`config.mk`:
```
export PLATFORM = sky130hd
export DESIGN_NAME = id_ex_stage
export DESIGN_NICKNAME = d
export VERILOG_FILES = /design/src/rtl/alu_pkg.sv /design/src/rtl/fwd_unit.sv /design/src/rtl/id_ex_stage.sv
export SDC_FILE = /design/constraint.sdc
export NUM_CORES = 1
export LEC_CHECK = 0
export BUFFER_PORTS_ARGS = -buffer_cell sky130_fd_sc_hd__buf_2
export CAP_MARGIN = 25
export CORE_ASPECT_RATIO = 2
export CORE_MARGIN = 2
export CORE_UTILIZATION = 30
export CTS_BUF_LIST = sky130_fd_sc_hd__clkbuf_16
export DETAILED_ROUTE_END_ITERATION = 10
export SYNTH_ARGS = -nofsm -noshare
export SYNTH_HDL_FRONTEND = slang
export SYNTH_SLANG_ARGS = --single-unit
```
`constraint.sdc`:
```
create_clock -name clk -period 2 [get_ports clk]
set_input_delay 0.1 -clock clk [delete_from_list [all_inputs] [get_ports clk]]
set_output_delay 0.1 -clock clk [all_outputs]
set_load 0.005 [all_outputs]
```
`src/rtl/alu_pkg.sv`:
```
// Shared ALU encodings, operand select codes and datapath widths
// used by the decode/execute pipeline register and its forwarding logic.
package alu_pkg;

  localparam int XLEN    = 32;
  localparam int RADDR_W = 5;

  typedef enum logic [3:0] {
    ALU_ADD  = 4'b0000,
    ALU_SLL  = 4'b0001,
    ALU_SLT  = 4'b0010,
    ALU_SLTU = 4'b0011,
    ALU_XOR  = 4'b0100,
    ALU_SRL  = 4'b0101,
    ALU_OR   = 4'b0110,
    ALU_AND  = 4'b0111,
    ALU_SUB  = 4'b1000,
    ALU_SRA  = 4'b1101
  } alu_op_e;

  localparam logic ASEL_RS1 = 1'b0;
  localparam logic ASEL_PC  = 1'b1;
  localparam logic BSEL_RS2 = 1'b0;
  localparam logic BSEL_IMM = 1'b1;

  typedef enum logic {
    ST_EMPTY = 1'b0,
    ST_FULL  = 1'b1
  } stage_st_e;

endpackage

```
`src/rtl/fwd_unit.sv`:
```
// Per-operand bypass select: EX/MEM beats MEM/WB, x0 never bypassed.
// hit reports any producer match so the caller can interlock instead.
module fwd_unit #(
  parameter int XLEN    = 32,
  parameter int RADDR_W = 5,
  parameter bit FWD_EN  = 1'b1
) (
  input  logic [RADDR_W-1:0] rs_addr,
  input  logic [XLEN-1:0]    rf_data,
  input  logic [RADDR_W-1:0] exmem_rd,
  input  logic               exmem_wen,
  input  logic [XLEN-1:0]    exmem_data,
  input  logic [RADDR_W-1:0] memwb_rd,
  input  logic               memwb_wen,
  input  logic [XLEN-1:0]    memwb_data,
  output logic [XLEN-1:0]    fwd_data,
  output logic               hit
);

  logic ex_hit;
  logic wb_hit;

  // match against both downstream producers and pick the youngest
  always_comb begin
    ex_hit = exmem_wen && (exmem_rd == rs_addr)
             && (rs_addr != '0);
    wb_hit = memwb_wen && (memwb_rd == rs_addr)
             && (rs_addr != '0);
    hit    = ex_hit || wb_hit;
    fwd_data = rf_data;
    if (FWD_EN && ex_hit)
      fwd_data = exmem_data;
    else if (FWD_EN && wb_hit)
      fwd_data = memwb_data;
  end

endmodule

```
`src/rtl/id_ex_stage.sv`:
```
// Decode/execute pipeline register with valid/ready handshake.
// ID_EX_FORWARD_EN: bypass from EX/MEM, MEM/WB; else interlock on hazard.
module id_ex_stage
  import alu_pkg::*;
#(
  parameter int XLEN    = alu_pkg::XLEN,
  parameter int RADDR_W = alu_pkg::RADDR_W
) (
  input  logic               clk,
  input  logic               rst_n,
  input  logic               in_valid,
  output logic               in_ready,
  input  logic [XLEN-1:0]    pc,
  input  logic [XLEN-1:0]    rs1Data,
  input  logic [XLEN-1:0]    rs2Data,
  input  logic [XLEN-1:0]    imm,
  input  logic [RADDR_W-1:0] rs1Addr,
  input  logic [RADDR_W-1:0] rs2Addr,
  input  logic [RADDR_W-1:0] rdAddr,
  input  logic               ASel,
  input  logic               BSel,
  input  logic [3:0]         ALUSelIn,
  input  logic               regWEnIn,
  input  logic               flush,
  input  logic [RADDR_W-1:0] exmemRd,
  input  logic [RADDR_W-1:0] memwbRd,
  input  logic               exmemWEn,
  input  logic               memwbWEn,
  input  logic [XLEN-1:0]    exmemData,
  input  logic [XLEN-1:0]    memwbData,
  output logic               out_valid,
  input  logic               out_ready,
  output logic [XLEN-1:0]    inputA,
  output logic [XLEN-1:0]    inputB,
  output logic [3:0]         ALUSel,
  output logic [RADDR_W-1:0] rdAddrOut,
  output logic               regWEnOut,
  output logic [XLEN-1:0]    pcOut,
  output logic [XLEN-1:0]    storeData
);

`ifdef ID_EX_FORWARD_EN
  localparam bit FWD_EN = 1'b1;
`else
  localparam bit FWD_EN = 1'b0;
`endif

  stage_st_e          state_q, state_d;
  logic [XLEN-1:0]    a_q, a_d, b_q, b_d;
  logic [XLEN-1:0]    pc_q, pc_d, sd_q, sd_d;
  logic [3:0]         alu_q, alu_d;
  logic [RADDR_W-1:0] rd_q, rd_d;
  logic               wen_q, wen_d;
  logic [XLEN-1:0]    fwd_a, fwd_b;
  logic               hit_a, hit_b;
  logic               stall, accept, drain;

  fwd_unit #(
    .XLEN(XLEN), .RADDR_W(RADDR_W), .FWD_EN(FWD_EN)
  ) u_fwd_a (
    .rs_addr(rs1Addr), .rf_data(rs1Data),
    .exmem_rd(exmemRd), .exmem_wen(exmemWEn),
    .exmem_data(exmemData),
    .memwb_rd(memwbRd), .memwb_wen(memwbWEn),
    .memwb_data(memwbData),
    .fwd_data(fwd_a), .hit(hit_a)
  );

  fwd_unit #(
    .XLEN(XLEN), .RADDR_W(RADDR_W), .FWD_EN(FWD_EN)
  ) u_fwd_b (
    .rs_addr(rs2Addr), .rf_data(rs2Data),
    .exmem_rd(exmemRd), .exmem_wen(exmemWEn),
    .exmem_data(exmemData),
    .memwb_rd(memwbRd), .memwb_wen(memwbWEn),
    .memwb_data(memwbData),
    .fwd_data(fwd_b), .hit(hit_b)
  );

  // handshake: free slot or draining, minus hazard interlock
  always_comb begin
    stall    = !FWD_EN && in_valid && (hit_a || hit_b);
    in_ready = ((state_q == ST_EMPTY) || out_ready) && !stall;
    accept   = in_valid && in_ready && !flush;
    drain    = (state_q == ST_FULL) && out_ready;
  end

  // state register
  always_ff @(posedge clk or negedge rst_n) begin
    if (!rst_n) state_q <= ST_EMPTY;
    else        state_q <= state_d;
  end

  // next state: flush dominates, then accept, then drain
  always_comb begin
    state_d = state_q;
    if (flush)       state_d = ST_EMPTY;
    else if (accept) state_d = ST_FULL;
    else if (drain)  state_d = ST_EMPTY;
  end

  // output decode of the state
  always_comb begin
    out_valid = (state_q == ST_FULL);
  end

  // payload loads on accept only; write enable dies with the slot
  always_comb begin
    a_d   = a_q;
    b_d   = b_q;
    pc_d  = pc_q;
    sd_d  = sd_q;
    alu_d = alu_q;
    rd_d  = rd_q;
    wen_d = wen_q;
    if (accept) begin
      a_d   = (ASel == ASEL_PC)  ? pc  : fwd_a;
      b_d   = (BSel == BSEL_IMM) ? imm : fwd_b;
      pc_d  = pc;
      sd_d  = fwd_b;
      alu_d = ALUSelIn;
      rd_d  = rdAddr;
    end
    if (flush)       wen_d = 1'b0;
    else if (accept) wen_d = regWEnIn;
    else if (drain)  wen_d = 1'b0;
  end

  // payload registers
  always_ff @(posedge clk or negedge rst_n) begin
    if (!rst_n) begin
      a_q   <= '0;
      b_q   <= '0;
      pc_q  <= '0;
      sd_q  <= '0;
      alu_q <= ALU_ADD;
      rd_q  <= '0;
      wen_q <= 1'b0;
    end else begin
      a_q   <= a_d;
      b_q   <= b_d;
      pc_q  <= pc_d;
      sd_q  <= sd_d;
      alu_q <= alu_d;
      rd_q  <= rd_d;
      wen_q <= wen_d;
    end
  end

  assign inputA    = a_q;
  assign inputB    = b_q;
  assign pcOut     = pc_q;
  assign storeData = sd_q;
  assign ALUSel    = alu_q;
  assign rdAddrOut = rd_q;
  assign regWEnOut = wen_q;

endmodule

```
# Yosys cells after proc, flatten, opt, wreduce, memory -nomap -nowiden
# Cells that the tools add are included.
# W data, S select, Z words.
# classes
eq_ne,4
n_mul,0
magnitude_cmp,0
div,0
n_mux,7
addsub,0
shifts,0
n_bitwise,1
n_reduce_logical,22
# ops
op,n
$mux W32,2
$eq A5 B5 Y1,4
$logic_and A1 B1 Y1,13
$reduce_bool A5 Y1,2
$mux W1,5
$logic_or A1 B1 Y1,4
$reduce_bool A3 Y1,1
$logic_not A1 Y1,2
$not A1 Y1,1
# totals
reg_bits,139
wordCells,42
ram_bits,0
mem_bits_ro,0
inputBits,231
latchBits,0
n_memories,0

# Depth between registers and ports, before layout
# Gate-level depths: netlist of the first run.
# logic_depth
depth_word,12
ltp_mapped,7
mapped_depth_nobuf,5

# By module
# Synthesis of the first run repeated with hierarchy kept, for this count alone.
# hier_totals
cells_unflattened,472
area_unflattened_um2,7267.0
# modules_own_cells
module,cells_per_inst,instances,seq_area_each_um2,area_each_um2
id_ex_stage,374,1,3478.3,6521.3
fwd_unit,49,2,0.0,372.9

# Least setup slack after synthesis of the first run
# No wires, ideal clock.
# synth_timing
path_type,input -> register
from,input rs1Addr[1]
to,"register alu_q[0], in the netlist ALUSel[0]"
cell_stages,7
arrival_ns,1.945
slack_ns,-0.073
n_path_buf,2
setup_time_ns,0.127
t_required_ns,1.873
path_cell_list,or4_1 o211ai_1 o22ai_1 nor4b_2 buf_4 buf_6 mux2_1
# synth_between
elab_chain_cells,10
word_cells_on_any_way,14
classes_between,eq/ne: 2; reduce/logical: 12
# synth_lines
item,line,source
"start, declared",id_ex_stage.sv:17,"input logic [RADDR_W-1:0] rs1Addr,"
$eq A5 B5 Y1 (on tied branches),"fwd_unit.sv:25, fwd_unit.sv:27",
$logic_and A1 B1 Y1 (on tied branches),"fwd_unit.sv:25, fwd_unit.sv:27",
$logic_and A1 B1 Y1 (on tied branches),"fwd_unit.sv:26, fwd_unit.sv:28",
$logic_or A1 B1 Y1 *,fwd_unit.sv:29,hit = ex_hit || wb_hit;
$logic_or A1 B1 Y1 *,id_ex_stage.sv:82,stall = !FWD_EN && in_valid && (hit_a || hit_b);
$logic_and A1 B1 Y1 *,id_ex_stage.sv:82,
$logic_not A1 Y1 *,id_ex_stage.sv:83,in_ready = ((state_q == ST_EMPTY) || out_ready) && !stall;
$logic_and A1 B1 Y1 *,id_ex_stage.sv:83,
$logic_and A1 B1 Y1 * (2 in series),id_ex_stage.sv:84,accept = in_valid && in_ready && !flush;
"end signal, assigned",id_ex_stage.sv:144,alu_q <= alu_d;
"end, declared",id_ex_stage.sv:51,"logic [3:0] alu_q, alu_d;"
# Every way passes the cells marked *; elsewhere a longest branch is shown, timed or not.
# A chain may end at the register's enable or synchronous reset.

# Worst setup path after layout of the first run
# layout_timing
from,input rs1Addr[1]
to,output in_ready
# layout_between
elab_chain_cells,8
word_cells_on_any_way,12
classes_between,eq/ne: 2; reduce/logical: 10
# layout_lines
item,line,source
$eq A5 B5 Y1 (on tied branches),"fwd_unit.sv:25, fwd_unit.sv:27",
$logic_and A1 B1 Y1 (on tied branches),"fwd_unit.sv:25, fwd_unit.sv:27",
$logic_and A1 B1 Y1 (on tied branches),"fwd_unit.sv:26, fwd_unit.sv:28",
$logic_or A1 B1 Y1 *,fwd_unit.sv:29,
$logic_or A1 B1 Y1 *,id_ex_stage.sv:82,
$logic_and A1 B1 Y1 *,id_ex_stage.sv:82,
$logic_not A1 Y1 *,id_ex_stage.sv:83,
$logic_and A1 B1 Y1 *,id_ex_stage.sv:83,
"end, declared",id_ex_stage.sv:12,"output logic in_ready,"
# Marked as above.

==> results.json, run 1 <==
{
  "io_buffers": 306,
  "status": "finished, final reports clean",
  "post_cts_buffers": 0,
  "ioPinCount": 371,
  "hpwl_mm": 13.5,
  "drtPass1Iterations": 4,
  "setup_viol": 0,
  "synthesis.nets": 643,
  "synth.largest_area_cell": "dfrtp_1",
  "antenna_found_initial": 1,
  "reg2reg_to": "storeData[17]$_DFFE_PN0P_",
  "grt-ovfl-total": 0,
  "synthArstFlopShare_pct": 100,
  "regToRegSetupSlack_ns": 0.20,
  "cts_root_buf": "clkbuf_16",
  "crit_type": "input port to output pin",
  "multiInputGateArea_um2": 2640,
  "via_count": 4968,
  "crit_path_top_delay_cell": "or4_4",
  "ant_nets": 0,
  "drt_first_iter_violations": 146,
  "rsz0062_at_grt": "no",
  "rr_startpoint": "out_valid$_DFFE_PN0P_",
  "synth_edf_count": 0,
  "fin_worst_skew_ns": 0.00470,
  "synth_common_cells": "139 x dfrtp_1, 137 x mux2_1, 64 x mux2_2, 18 x xnor2_1, 10 x buf_6",
  "wirelength_mm": 18.0,
  "cts_max_level": 4,
  "num_antenna_cells": 0,
  "arrival_ns": 1.79,
  "r2r_cells": 7,
  "cp_cell_sequence": "buf_2 > or4_4 > o211ai_1 > o22ai_2 > buf_4 > or3_1 > a21oi_1 > buf_2",
  "cpMostUsedCell": "buf_2",
  "cp.required_ns": 1.90,
  "netlist-cell-type-count": 24,
  "worstMarginPinSlew_ns": 0.659,
  "seq_area_um2": 3480,
  "wire_per_inst_um": 16.3,
  "grt_util_all_layers_pct": 16.6,
  "yosys-top-cells-area": "dfrtp_1 55%, mux2_1 25%, mux2_2 11%",
  "core.rowCount": 74,
  "max_freq_ghz": 0.529,
  "die-area_um2": 22200,
  "ys_ff_latch": 139,
  "cp_max_fo": 4,
  "ys.flop_type": "dfrtp_1",
  "drcViolationCount": 0,
  "whs_endpoint": "inputB[10]$_DFFE_PN0P_",
  "leakagePower_nw": 4.56,
  "synth_area_um2": 6270,
  "grt_max_degree": 44,
  "die_width_um": 106,
  "fin_util_pct": 47.5,
  "initial_utilization_pct": 30.7,
  "power_density_nw_per_um2": 895,
  "synthCells": 412,
  "yosysWarningCount": 0,
  "grt_pass1_wl_mm": 28.0,
  "worst_setup_path_end_kind": "output pin",
  "cp_num_buf_inv": 3,
  "whs_path_depth": 3,
  "post-route-period-util_pct": 94.5,
  "cts_tree": "built",
  "synth_most_common_cell": "dfrtp_1",
  "cts_max_path_buffers": 2,
  "final.min_clock_period_ns": 1.89,
  "crit_family": "simple AND/OR/NAND/NOR gates",
  "post-synth-top-area-fraction_pct": 55.4,
  "path_clk_slew_ns": 0.06,
  "area_growth_syn_to_layout_pct": 55.0,
  "drv_cap": 0,
  "cts_buffers": 17,
  "grt_pass1_vias": 5463,
  "cts_sinks": 139,
  "finalWorstSetupSlack_ns": 0.109,
  "layout.nets": 1057,
  "die_h_um": 209,
  "place_congestion": 0.771,
  "clock_latency_ns": 0.42,
  "worstHoldStart": "imm[10]",
  "slew_viol_final": 0,
  "hp-class": "input port to flop",
  "synth_seq_area_share_pct": 55.4,
  "hold_violations": 0,
  "maxSlewHeadroom_pct": 55.6,
  "startpoint_type": "input port",
  "post_cts_resized": 0,
  "num-fill-cells": 1870,
  "ir_drop_mv": 0.680,
  "preCtsSetupSlack_ns": -0.260,
  "crit_path_max_incr_delay_ns": 0.53,
  "drive_gt1_share_pct": 51.4,
  "coreArea_um2": 20500,
  "synth_area_per_cell_um2": 15.2,
  "vias_per_cell": 4.50
}
-- tightest hold or removal path: cells and delay by family --
kind / cells / cell delay (ns)
buffers and inverters: 1 / 0.07
muxes: 2 / 0.24
-- per-stage QoR --
stage | power, W | setup TNS (ns) | hold WS, ns | std cells | instance area, µm²
after global routing | 0.00920 | 0 | 0.0143 | 1105 | 9720
after CTS | 0.00887 | 0 | 0.000431 | 1105 | 9720
after floorplan | 0.00451 | -0.188 | -0.196 | 412 | 6290
after global placement | 0.00563 | -27.09 | 0.0340 | 990 | 8330
final | 0.00870 | 0 | 0.0223 | 1105 | 9720
after detailed placement | 0.00567 | -29.27 | 0.0327 | 990 | 8330
-- per-layer routing --
layer  vias up  share of wire [%]  GRT usage [%]
met5         -              0.089              0
met2       241                 53           29.9
met1      2351                 36           16.5
met3        48                7.4           5.17
li1       2326                  -              -
met4         2                4.2           9.26
-- cells in the final DEF (no fill, tap or decap), types with 4 or more instances in the layout --
cell type	count
buf_4	19
mux2_1	137
dlygate4sd3_1	83
buf_2	305
clkbuf_16	17
mux2_2	64
nand4_1	4
clkinvlp_4	4
buf_12	10
dfrtp_1	139
clkinv_1	4
xnor2_1	18
nor2_1	4
-- flip-flops by register name, indices dropped and copies added (netlist names) --
signal and count:
out_valid 1, rdAddrOut 5, inputA 32, pcOut 32, storeData 32, ALUSel 4
regWEnOut 1, inputB 32
-- logic make-up after synthesis --
family,after synthesis,share of synthesized area [%]
mux,201,36.1
flops,139,55.4
compound gates,8,0.858
simple gates,20,1.89
buf+inv,24,2.93
xor+xnor,20,2.79
-- area by class of cell --
cell class                      instances  area share (%)
Inverter                                1          0.0386
Sequential cell                       139            35.8
Tap cell                              266            3.42
Multi-Input combinational cell        249            27.1
Clock inverter                         15            1.36
Timing Repair Buffer                  418            27.9
Clock buffer                           17            4.38
-- how the worst max path moves through the flow --
stage | startpoint | endpoint | slack [ns] | cells after the start
after floorplan | rs1Addr[1] | ALUSel[0]$_DFFE_PN0P_ | -0.002 | 7
after global placement | rs2Addr[1] | pcOut[28]$_DFFE_PN0P_ | -0.23 | 8
after detailed placement | rs2Addr[1] | storeData[17]$_DFFE_PN0P_ | -0.26 | 8
after CTS | rs1Addr[1] | in_ready | 0.05 | 8
after global routing | rs2Addr[1] | in_ready | 0.01 | 8
final | rs1Addr[1] | in_ready | 0.11 | 8
-- report_power, final --
group	internal, W	total [W]	switching (W)
logic	0.00116	0.00202	0.000854
registers	0.00342	0.00369	0.000270
clock network	0.00180	0.00299	0.00119
-- what timing repair did --
item                       in CTS  in global routing
hold endpoints to repair      216                  0
setup endpoints to repair       0                  1
hold buffers                   83                  0
Note: power is estimated with default switching activity, not from simulation.
==> run 2, diff against run 1 <==
SETUP_SLACK_MARGIN = 0.15   (was unset)
==> run 2 against run 1 <==
- global-route usage grew 0.33 points
- core utilization up 2.1 points
- non-clock buffer count is 30 higher
- die area stayed put
- via count grew 2.6%
- routed wire length is 4.5% higher
- critical path type is now input port to flop
==> results.json, run 2 (same netlist as run 1, synthesis figures left out) <==
{
  "leakagePower_nw": 4.76,
  "hold_violations": 0,
  "worstMarginPinSlew_ns": 0.555,
  "ant_nets": 0,
  "ioPinCount": 371,
  "drv_cap": 0,
  "die_h_um": 209,
  "cts_max_level": 4,
  "die_width_um": 106,
  "critPathLaunch": "rs1Addr[1]",
  "rsz0062_at_grt": "yes",
  "worst_setup_path_end_kind": "flop",
  "num-fill-cells": 1805,
  "cts_buffers": 17,
  "arrival_ns": 2.12,
  "ir_drop_mv": 0.569,
  "max_freq_ghz": 0.550,
  "path_clk_slew_ns": 0.06,
  "final_common_cell": "buf_2",
  "maxSlewHeadroom_pct": 62.7,
  "grt_max_degree": 54,
  "cp_max_fo": 16,
  "grt-ovfl-total": 0,
  "cts_tree": "built",
  "layout_common_cells": "302 x buf_2, 139 x dfrtp_1, 129 x mux2_1",
  "cpMostUsedCell": "buf_6",
  "crit_path_max_incr_delay_ns": 0.53,
  "seq_area_um2": 3480,
  "top_layer": "met4",
  "wl_met2_mm": 9.51,
  "grt_pass1_vias": 5492,
  "post_cts_buffers": 0,
  "slew_viol_final": 0,
  "final.min_clock_period_ns": 1.82,
  "vias_per_cell": 4.50,
  "place_congestion": 0.786,
  "drt_first_iter_violations": 130,
  "wl_met3_mm": 1.31,
  "crit_type": "input port to flop",
  "hp-class": "input port to flop",
  "cp_cell_sequence": "buf_6 > or4_4 > o211ai_1 > o22ai_2 > nor4b_4 > buf_6 > clkbuf_16 > mux2_1",
  "tns_ns": 0,
  "cts_max_path_buffers": 2,
  "grt_pass1_wl_mm": 28.6,
  "area_growth_syn_to_layout_pct": 61.8,
  "antenna_found_initial": 0,
  "power_density_nw_per_um2": 884,
  "initial_utilization_pct": 30.7,
  "startpoint_type": "input port",
  "layout.nets": 1087,
  "drtPass1Iterations": 4,
  "fin_worst_skew_ns": 0.0113,
  "core.rowCount": 74,
  "fin_util_pct": 49.6,
  "crit_family": "simple AND/OR/NAND/NOR gates",
  "rr_startpoint": "out_valid$_DFFE_PN0P_",
  "setup_viol": 0,
  "cts_root_buf": "clkbuf_16",
  "cp.required_ns": 2.30,
  "clock_latency_ns": 0.42,
  "drcViolationCount": 0,
  "coreArea_um2": 20500,
  "io_buffers": 306,
  "cts_sinks": 139,
  "worstHoldStart": "imm[12]",
  "num_antenna_cells": 0,
  "drive_gt1_share_pct": 50.9,
  "wirelength_mm": 18.8,
  "status": "finished, final reports clean",
  "die-area_um2": 22200,
  "via_count": 5098,
  "worst_hold_slack_ns": 0.0285,
  "post-route-period-util_pct": 90.9,
  "multiInputGateArea_um2": 2680,
  "hpwl_mm": 13.0,
  "cp_num_buf_inv": 3,
  "crit_path_top_delay_cell": "or4_4",
  "grt_util_all_layers_pct": 16.9,
  "met1Wirelength_mm": 7.22,
  "wire_per_inst_um": 16.6
}
run 2: cell count changes in the layout (fill, tap and decap cells not counted), sizes merged:
cell         before  now
bufinv            2    3
clkbuf           17   20
clkinvlp          4    1
dlygate4sd3      83  110
inv               3    4
run 2: area by class of cell:
type                       instances  area share (%)
multi-input combinational        249            26.4
sequential                       139            34.3
inverter                           1          0.0370
tap                              266            3.28
clock inverter                    14            1.54
timing repair buffer             448            30.3
clock buffer                      17            4.19
run 2: what timing repair did:
item / in CTS / in global routing
hold buffers: 109 / 1
setup endpoints to repair: 0 / 139
hold endpoints to repair: 245 / 1
gates resized for setup: 0 / 15
run 2: report_power, final:
group	internal [W]	switching (W)
Combinational	0.00125	0.000880
Sequential	0.00342	0.000282
Clock	0.00194	0.00121
Total	0.00661	0.00237
run 2: tightest hold or removal path, stage by stage:
cell	delay [ns]
buf_2	0.07
mux2_2	0.13
mux2_1	0.11
run 2: path summary, 6_finish.rpt:
| check | depth (start not counted) | end | slack, ns |
|---|---|---|---|
| setup / recovery | 8 | pcOut[16]$_DFFE_PN0P_ | 0.18 |
| min in group asynchronous | 2 | inputA[23]$_DFFE_PN0P_ | 0.12 |
| hold / removal | 3 | inputB[12]$_DFFE_PN0P_ | 0.03 |
| setup reg to reg | 7 | pcOut[16]$_DFFE_PN0P_ | 0.22 |
| hold reg to reg | 1 | inputB[20]$_DFFE_PN0P_ | 0.48 |
| max in group asynchronous | 3 | pcOut[29]$_DFFE_PN0P_ | 1.30 |
run 2: stage by stage:
step                      cell area [µm²]  total power [W]  std cells  setup slack (ns)
after floorplan                      6290          0.00451        412          -0.00188
after global placement               8320          0.00561        990            -0.260
after detailed placement             8320          0.00566        990            -0.289
after CTS                            9990          0.00905       1130             0.160
after global routing                10100          0.00949       1134            0.0722
final                               10100          0.00897       1134             0.182
run 2: metal layers:
| layer | vias to the layer above | GRT usage (%) |
|---|---|---|
| li1 | 2381 | - |
| met1 | 2428 | 17.8 |
| met2 | 247 | 29.0 |
| met3 | 42 | 5.61 |
| met4 | 0 | 9.66 |
| met5 | - | 0 |
==> run 3, diff against run 2 <==
clock period = 1.6 ns   (was 2 ns; I/O delays follow)
==> run 3 against run 2 <==
- the run now ends with setup timing left
- worst hold slack lost 0.0039 ns
- routed wire length grew 14%
- total power grew 36%
- non-clock buffer count grew 44
- via count grew 6.2%
- flip-flop and latch count is the same
- clock-buffer cell count is the same
- final cell count grew 4.0%
- worst setup slack lost 0.44 ns
- core utilization grew 4.9 points
- critical endpoint is now pcOut[3]$_DFFE_PN0P_
- largest cell class is now non-clock buffers
==> results.json, run 3 (same netlist as run 1, synthesis figures left out) <==
{
  "ant_nets": 0,
  "multiInputGateArea_um2": 3060,
  "violations": "setup timing",
  "die-area_um2": 22200,
  "worstHoldStart": "rs1Data[12]",
  "cts_buffers": 17,
  "cp_max_fo": 7,
  "startpoint_type": "input port",
  "grt_pass1_vias": 5860,
  "initial_utilization_pct": 30.7,
  "r2r_cells": 9,
  "post-route-period-util_pct": 116,
  "grt_max_degree": 51,
  "wirelength_mm": 21.4,
  "worst_hold_slack_ns": 0.0246,
  "clock_latency_ns": 0.43,
  "regToRegSetupSlack_ns": -0.19,
  "place_congestion": 0.784,
  "seqPwrFrac_pct": 38.4,
  "grt_use_met1_pct": 18.2,
  "power_switching_w": 0.00318,
  "drv_cap": 0,
  "status": "finished with violations",
  "path_clk_slew_ns": 0.06,
  "crit_path_top_delay_cell": "or4_4",
  "power_density_nw_per_um2": 1090,
  "worstMarginPinSlew_ns": 0.608,
  "use_met3_pct": 4.98,
  "setup_viol": 139,
  "cts_tree": "built",
  "postPlaceCellArea_um2": 8360,
  "max_freq_ghz": 0.539,
  "design_area_um2": 11200,
  "cell_internal_pwr_w": 0.00902,
  "switching_share_pct": 26.1,
  "final.min_clock_period_ns": 1.86,
  "layout.nets": 1131,
  "wire_per_inst_um": 18.2,
  "grt-ovfl-total": 0,
  "layout_common_cells": "304 x buf_2, 139 x dfrtp_1, 135 x dlygate4sd3_1",
  "cts_sinks": 139,
  "hp-class": "input port to flop",
  "drive_gt1_share_pct": 62.0,
  "vias_per_cell": 4.59,
  "hpwl_mm": 13.7,
  "grt_pass1_wl_mm": 30.9,
  "num-fill-cells": 1698,
  "arrival_ns": 2.17,
  "ir_drop_mv": 0.764,
  "drcViolationCount": 0,
  "ioPinCount": 371,
  "cts_max_path_buffers": 2,
  "reg2reg_to": "pcOut[3]$_DFFE_PN0P_",
  "worst_setup_path_end_kind": "flop",
  "final_common_cell": "buf_2",
  "finalWorstSetupSlack_ns": -0.257,
  "p_clk_share_pct": 33.6,
  "cp_cell_sequence": "buf_6 > or4_4 > o211ai_1 > o22ai_2 > nor4b_4 > buf_4 > buf_12 > buf_12 > buf_16 > mux2_4",
  "grt_util_all_layers_pct": 18.3,
  "core.rowCount": 74,
  "leakagePower_nw": 5.38,
  "area_growth_syn_to_layout_pct": 77.9,
  "rsz0062_at_grt": "yes",
  "num_antenna_cells": 0,
  "drt_first_iter_violations": 188,
  "crit_path_max_incr_delay_ns": 0.52,
  "crit_type": "input port to flop",
  "whs_path_depth": 3,
  "io_buffers": 306,
  "grt_util_met2_pct": 33.7,
  "gr-max-usage-layer": "met2",
  "hold_violations": 0,
  "antenna_found_initial": 1,
  "maxSlewHeadroom_pct": 59.1,
  "die_h_um": 209,
  "via_count": 5416,
  "cts_root_buf": "clkbuf_16",
  "die_width_um": 106,
  "seq_area_um2": 3480,
  "cp.required_ns": 1.91,
  "rr_startpoint": "out_valid$_DFFE_PN0P_",
  "cts_max_level": 4,
  "drtPass1Iterations": 4,
  "cpMostUsedCell": "buf_12",
  "fin_worst_skew_ns": 0.00857,
  "whs_endpoint": "inputA[12]$_DFFE_PN0P_",
  "coreArea_um2": 20500,
  "slew_viol_final": 0,
  "pwr-share-comb_pct": 28.0
}
-- run 3: critical path, delay by kind of cell --
family	cells	cell delay [ns]
buffers and inverters	5	0.67
AOI/OAI and AO/OA	2	0.36
muxes	1	0.29
and+or+nand+nor	2	0.76
-- run 3: cell type report --
cell class	count	share of cell area (%)
Clock buffer	17	3.81
Clock inverter	15	1.63
Inverter	1	0.0336
Multi-Input combinational cell	249	27.5
Sequential cell	139	31.2
Tap cell	266	2.98
Timing Repair Buffer	492	32.9
-- run 3: routing by layer --
metal | share of wire (%) | up-vias
met3 | 6.2 | 46
met1 | 37 | 2649
met4 | 3.7 | 2
li1 | - | 2471
met5 | 0.061 | -
met2 | 53 | 248
-- run 3: what timing repair did --
action	in CTS	in global routing
hold buffers	135	0
setup endpoints to repair	138	140
buffers inserted	3	4
resized for setup	39	96
hold endpoints to repair	273	0
pin swaps	6	5
gates cloned	3	8
-- run 3: stage by stage --
step / utilization, % / setup WS, ns / total power, W / std cells / TNS, ns
2_1_floorplan: - / -0.380 / 0.00563 / 412 / -50.74
5_1_grt: 54.5 / -0.369 / 0.0128 / 1179 / -43.64
4_1_cts: 51.7 / -0.312 / 0.0118 / 1167 / -34.33
3_5_place_dp: 40.8 / -0.693 / 0.00711 / 994 / -91.41
6_report: 54.5 / -0.257 / 0.0122 / 1179 / -27.46
3_3_place_gp: 40.8 / -0.650 / 0.00705 / 994 / -87.56
-- run 3: worst max-delay path by stage --
stage                     startpoint                    end
after floorplan           rs1Addr[1]  ALUSel[0]$_DFFE_PN0P_
after global placement    rs2Addr[1]  pcOut[23]$_DFFE_PN0P_
after detailed placement  rs1Addr[1]  inputA[3]$_DFFE_PN0P_
after CTS                 rs1Addr[4]               in_ready
after global routing      rs1Addr[4]  pcOut[26]$_DFFE_PN0P_
final                     rs1Addr[4]   pcOut[3]$_DFFE_PN0P_
-- run 3: power by group through the flow --
stage               combinational (W)  sequential [W]  clock [W]
floorplan                    0.000890         0.00474          0
global route                  0.00366         0.00477    0.00437
detailed placement            0.00243         0.00467          0
global placement              0.00239         0.00466          0
CTS                           0.00291         0.00463    0.00423
finish                        0.00342         0.00468    0.00410
